--- src/rtl/binary_to_bcd_seq.sv ---
// -----------------------------------------------------------------------------
// binary_to_bcd_seq
//
// Multi-cycle binary-to-BCD converter using the shift-and-add-3
// (double-dabble) algorithm. A single DIGITS-wide add-3 stage is reused over
// WIDTH clock cycles, one shift step per cycle. A valid/ready handshake is
// used on both the input and the output side, and one value is converted per
// transaction.
//
// Parameters:
//   WIDTH  - binary input width, 1..32
//   DIGITS - number of BCD output digits; 10^DIGITS must exceed 2^WIDTH-1
//
// Ports:
//   clk        in   single clock, rising edge
//   rst        in   asynchronous, active-high reset
//   in_valid   in   binary holds a value to convert
//   in_ready   out  block can accept a value (high only while idle)
//   binary     in   unsigned value, sampled only on the input handshake
//   out_valid  out  bcd holds a completed result
//   out_ready  in   downstream accepts the result
//   bcd        out  packed BCD result, digit k at [4k+3:4k], digit 0 is LSD
// -----------------------------------------------------------------------------
module binary_to_bcd_seq #(
   parameter int WIDTH  = 8,
   parameter int DIGITS = 3
) (
   input  logic                clk,
   input  logic                rst,
   input  logic                in_valid,
   output logic                in_ready,
   input  logic [WIDTH-1:0]    binary,
   output logic                out_valid,
   input  logic                out_ready,
   output logic [4*DIGITS-1:0] bcd
);

   localparam int BCD_W  = 4 * DIGITS;
   localparam int WORD_W = BCD_W + WIDTH;
   localparam int CNT_W  = $clog2(WIDTH + 1);

   localparam logic [1:0] ST_IDLE  = 2'd0;
   localparam logic [1:0] ST_SHIFT = 2'd1;
   localparam logic [1:0] ST_DONE  = 2'd2;

   // ---------------------------------------------------------------------------
   // Parameter legality: the digit count must be able to hold the largest
   // binary value. The power of ten is capped once it is already far beyond
   // any 32-bit value so the 64-bit product cannot wrap.
   // ---------------------------------------------------------------------------
   function automatic longint unsigned pow10(input int n);
      longint unsigned p;
      p = 64'd1;
      for (int i = 0; (i < n) && (i < 12); i++) begin
         p = p * 64'd10;
      end
      return p;
   endfunction

   localparam longint unsigned MAX_VAL   = (64'd1 << WIDTH) - 64'd1;
   localparam bit              PARAMS_OK = (WIDTH >= 1) && (WIDTH <= 32) &&
                                           (DIGITS >= 1) &&
                                           (pow10(DIGITS) > MAX_VAL);

   generate
      if (!PARAMS_OK) begin : g_param_check
         $error("binary_to_bcd_seq: illegal WIDTH/DIGITS combination");
      end
   endgenerate

   // ---------------------------------------------------------------------------
   // Add-3 correction: every digit that is 5 or more gets +3 so that the
   // following left shift carries correctly into the next decimal digit. The
   // add is 4 bits wide; a corrected digit (8..12) never overflows 4 bits.
   // ---------------------------------------------------------------------------
   function automatic logic [BCD_W-1:0] add3_digits(input logic [BCD_W-1:0] acc);
      logic [BCD_W-1:0] r;
      logic [3:0]       d;
      r = acc;
      for (int k = 0; k < DIGITS; k++) begin
         d = acc[4*k +: 4];
         if (d >= 4'd5) begin
            r[4*k +: 4] = d + 4'd3;
         end
      end
      return r;
   endfunction

   // ---------------------------------------------------------------------------
   // State
   // ---------------------------------------------------------------------------
   logic [1:0]       state_q, state_d;
   logic [WIDTH-1:0] sreg_q,  sreg_d;    // binary bits still to be shifted in
   logic [BCD_W-1:0] acc_q,   acc_d;     // BCD accumulator, internal only
   logic [CNT_W-1:0] cnt_q,   cnt_d;     // remaining shift steps
   logic [BCD_W-1:0] bcd_q,   bcd_d;     // result visible on the port

   // One double-dabble step: correct, then shift {acc, sreg} left by one so
   // the binary MSB enters digit 0 bit 0.
   logic [WORD_W-1:0] step_word;
   logic [BCD_W-1:0]  step_acc;
   logic [WIDTH-1:0]  step_sreg;

   always_comb begin
      step_word = {add3_digits(acc_q), sreg_q} << 1;
      step_acc  = step_word[WORD_W-1:WIDTH];
      step_sreg = step_word[WIDTH-1:0];
   end

   // ---------------------------------------------------------------------------
   // Next-state logic
   // ---------------------------------------------------------------------------
   always_comb begin
      state_d = state_q;
      sreg_d  = sreg_q;
      acc_d   = acc_q;
      cnt_d   = cnt_q;
      bcd_d   = bcd_q;

      case (state_q)
         ST_IDLE: begin
            if (in_valid) begin
               sreg_d  = binary;
               acc_d   = '0;
               cnt_d   = CNT_W'(WIDTH);
               state_d = ST_SHIFT;
            end
         end

         ST_SHIFT: begin
            acc_d  = step_acc;
            sreg_d = step_sreg;
            cnt_d  = cnt_q - CNT_W'(1);
            // The port result is updated only on the last step so partial
            // accumulator values are never visible outside.
            if (cnt_q == CNT_W'(1)) begin
               bcd_d   = step_acc;
               state_d = ST_DONE;
            end
         end

         ST_DONE: begin
            if (out_ready) begin
               state_d = ST_IDLE;
            end
         end

         default: begin
            state_d = ST_IDLE;
         end
      endcase
   end

   // ---------------------------------------------------------------------------
   // Registers
   // ---------------------------------------------------------------------------
   always_ff @(posedge clk or posedge rst) begin
      if (rst) begin
         state_q <= ST_IDLE;
         sreg_q  <= '0;
         acc_q   <= '0;
         cnt_q   <= '0;
         bcd_q   <= '0;
      end else begin
         state_q <= state_d;
         sreg_q  <= sreg_d;
         acc_q   <= acc_d;
         cnt_q   <= cnt_d;
         bcd_q   <= bcd_d;
      end
   end

   // Handshake outputs come straight from the registered state, so there is
   // no combinational path from in_valid or out_ready.
   assign in_ready  = (state_q == ST_IDLE);
   assign out_valid = (state_q == ST_DONE);
   assign bcd       = bcd_q;

endmodule
--- config.mk ---
export PLATFORM = sky130hd
export DESIGN_NAME = binary_to_bcd_seq
export DESIGN_NICKNAME = d
export VERILOG_FILES = /design/src/rtl/binary_to_bcd_seq.sv
export SDC_FILE = /design/constraint.sdc
export NUM_CORES = 1
export LEC_CHECK = 0
export BUFFER_PORTS_ARGS = -buffer_cell sky130_fd_sc_hd__buf_2
export CAP_MARGIN = 30
export CORE_MARGIN = 5
export CORE_UTILIZATION = 40
export CTS_CLUSTER_DIAMETER = 60
export DETAILED_ROUTE_END_ITERATION = 10
export PLACE_DENSITY = 0.67
export SLEW_MARGIN = 20
export SYNTH_ARGS = -nofsm -noshare
export SYNTH_HDL_FRONTEND = slang
export SYNTH_SLANG_ARGS = --single-unit
--- constraint.sdc ---
create_clock -name clk -period 2.95 [get_ports clk]
set_input_delay 0.59 -clock clk [delete_from_list [all_inputs] [get_ports clk]]
set_output_delay 0.59 -clock clk [all_outputs]
set_load 0.005 [all_outputs]
==> metrics.md <==
| Metric | Value |
|---|---|
| Outcome | `finished clean` |
| Ys async rst share | `1.000` |
| Routed WL | `3386 um` |
| Pre-CTS setup slack | `0.9281 ns` |
| VDD IR max | `0.0003416 V` |
| 1st-iter DRT viols | `67` |
| Final setup skew | `0.01109 ns` |
| Mux contribution to synthesized area | `0.06391` |
| DRT antenna net count | `0` |
| Final Util | `0.4732` |
| Ant. Diodes | `0` |
| Max-cap viol count | `0` |
| Clock Tree Buf Depth | `2` |
| Setup TNS | `0 ns` |
| Final WS setup | `0.9501 ns` |
| Req. time, crit path | `3.12 ns` |
| Sequential-to-total area share from yosys stat | `0.5060` |
| CTS sink cnt | `38` |
| Die ar. | `6169 um2` |
| Worst setup path class | `reg -> reg` |
| Syn nets | `196` |
| CP arrival | `2.17 ns` |
| Via count | `1319` |
| Remaining DRCs | `0` |
| DP Wirelength | `2351 um` |
| Top post-synthesis cells by count | `dfrtp_1 (38), o21ai_0 (20), a21oi_1 (15)` |
| Top FF cell, synth | `dfrtp_1` |
| Synth Area in XOR/XNOR | `0.01398` |
| First-pass GRT wire length | `6058 um` |
| Reg2Reg Depth | `5` |
| CTS resizes | `0` |
| GP Congestion | `0.7047` |
| DRT Pass-1 Iters | `4` |
| CP max FO | `13` |
| Pleak | `1.065 nW` |
| Pins Over Slew Limit | `0` |
| Fmax | `500.0 MHz` |
| Gr ovfl total | `0` |
| Pin count of the biggest net entering global routing | `39` |
| Initial antenna violation count | `0` |
| Pwr Density | `1095 nW/um2` |
| Max stage delay on crit path | `0.57 ns` |
| Vias/cell | `5.093` |
| Num CTS Buffers | `5` |
| Worst slew margin | `0.5896` |
| Worst skew pair latency | `0.29 ns` |
| Synth Area in Compound Gates | `0.1618` |
| Ports | `26` |
| Post-Synth Simple-Gate Area | `0.1485` |
| Layout cells sized above 1 | `0.2683` |
| RSZ-0062 raised after global routing | `false` |
| Placed cells | `251` |
| Worst-Margin Slew | `0.6156 ns` |
| Postcts setup bufs | `0` |
| Crit path cell chain | `inv_1 -> ha_1 -> nor4bb_1 -> and2b_1 -> mux2_2` |
| Adder-cell share of the synthesized area | `0.05326` |
| Largest family of logic cells by synthesized area | `compound AO/OA/AOI/OAI gates` |
| Hold Path Class | `in -> async` |
| Die Height | `78.55 um` |
| Fillers | `441` |
| Multi-input combinational cell area | `829.5 um2` |
| Die width | `78.55 um` |
| Synth Cell Area | `1879 um2` |
| Global-route usage over all layers | `0.1242` |
| Reg clk slew, reported paths | `0.08 ns` |
| Hold buffer count at cts | `0` |
| Core footprint | `4629 um2` |
| CTS H-tree lvls | `2` |
| Mean routed wirelength per cell | `13.07 um` |
| Synth Register Bits | `38` |
| Most frequent cell after synthesis | `dfrtp_1` |
| Port Buffer Count | `25` |
| Clock Tree Root | `clkbuf_8` |
| # setup viols final | `0` |
| Final net count | `224` |
| Mapped Avg Cell Area | `10.68 um2` |
| Tmin final | `2.000 ns` |
| Starting Density | `0.4059` |
| Yosys top cell area share | `0.5060` |
| Synth top area cells | `dfrtp_1 (51%), ha_1 (5.3%), o21ai_0 (5.3%), mux2_2 (4.8%), a21oi_1 (4.0%)` |
| Startpoint types | `register` |
| Number of distinct library cells after synthesis | `31` |
| FF+latch area | `950.9 um2` |
| TritonCTS clock tree | `done` |
| CP max stage cell | `and2b_1` |
| Post-Layout Cell Count | `259` |
| Number of flops mapped to enable cells by yosys | `0` |
| Worst Setup End Kind | `register` |
| Syn Inst Count | `176` |
| Endpoints failing hold | `0` |
| Synthesis Warnings | `0` |
| Leading area contributor after synthesis | `dfrtp_1` |
| Vias in the first global route | `1306` |
| Area growth syn-to-layout | `16.58%` |
| Fin crit share | `0.6779` |
| Rows | `25` |
[layout make-up]
cell class	count	share of cell area
clock inverter	2	0.02741
timing repair buffer	30	0.07424
multi-input combinational	119	0.3786
inverter	10	0.01713
clock buffer	6	0.03769
sequential	38	0.4340
tap	54	0.03084
[registers in the layout, summed over array words and instances, names as in the netlist]
signal / count
state_q: 2
cnt_q: 4
sreg_q: 8
acc_q: 12
bcd: 12
[cells in the final DEF, fill, tap and decap left out, types with 2 or more instances in the layout]
cell type and n:
clkbuf_8 6, nand2b_1 4, buf_4 5, mux2i_1 3, or3b_2 3, nand2_1 14, xnor2_1 3, a21oi_1 15
inv_1 10, nor3b_1 2, nor2_2 2, buf_2 25, o21ai_0 20, a22o_1 7, ha_1 8, nor2b_1 3
bufinv_16 2, and3b_1 7, nor2_1 6, a31oi_2 2, nor3_1 4, mux2_2 8, dfrtp_1 38
[logic make-up after synthesis]
group                    after synthesis
multiplexers                          11
AND/OR/NAND/NOR                       48
XOR/XNOR                               3
AO/OA/AOI/OAI                         49
buffers and inverters                 19
adder cells (fa/ha/maj)                8
flip-flops                            38
[worst paths after layout]
path / start / to / slack (ns)
max in group asynchronous: rst / cnt_q[2] / 2.21
min in group clk: sreg_q[6] / sreg_q[6] / 0.49
setup reg to reg: cnt_q[1] / bcd[9] / 0.95
hold reg to reg: sreg_q[6] / sreg_q[6] / 0.49
setup / recovery: cnt_q[1] / bcd[9] / 0.95
hold / removal: rst / state_q[0] / 0.40
[metrics by stage]
| stage | total power [mW] | area [um2] | hold slack (ns) |
|---|---|---|---|
| global placement | 1.855 | 2048 | 0.4622 |
| floorplan | 1.626 | 1879 | 0.4501 |
| finish | 2.399 | 2191 | 0.3965 |
| detailed placement | 1.881 | 2048 | 0.4705 |
| CTS | 2.434 | 2191 | 0.4147 |
| global route | 2.619 | 2191 | 0.4297 |
[power by group]
part / total [mW] / switching (mW) / internal [mW]
Sequential: 0.927 / 0.173 / 0.754
Clock: 0.546 / 0.185 / 0.361
Combinational: 0.927 / 0.458 / 0.469
Total: 2.40 / 0.816 / 1.58
[critical path: cells and delay by family (launching register included)]
kind	cells	cell delay, ns
buf+inv	1	0.08
flops	1	0.39
simple gates	2	0.88
mux	1	0.40
fa+ha+maj	1	0.13
[routing by layer]
metal,share of wire,GRT usage,vias up
met4,0.0095,0.04720,0
met1,0.49,0.1557,627
met2,0.45,0.2003,22
li1,-,-,666
met5,0,0,-
met3,0.048,0.03784,4
Power figures use the tool's default switching activity.
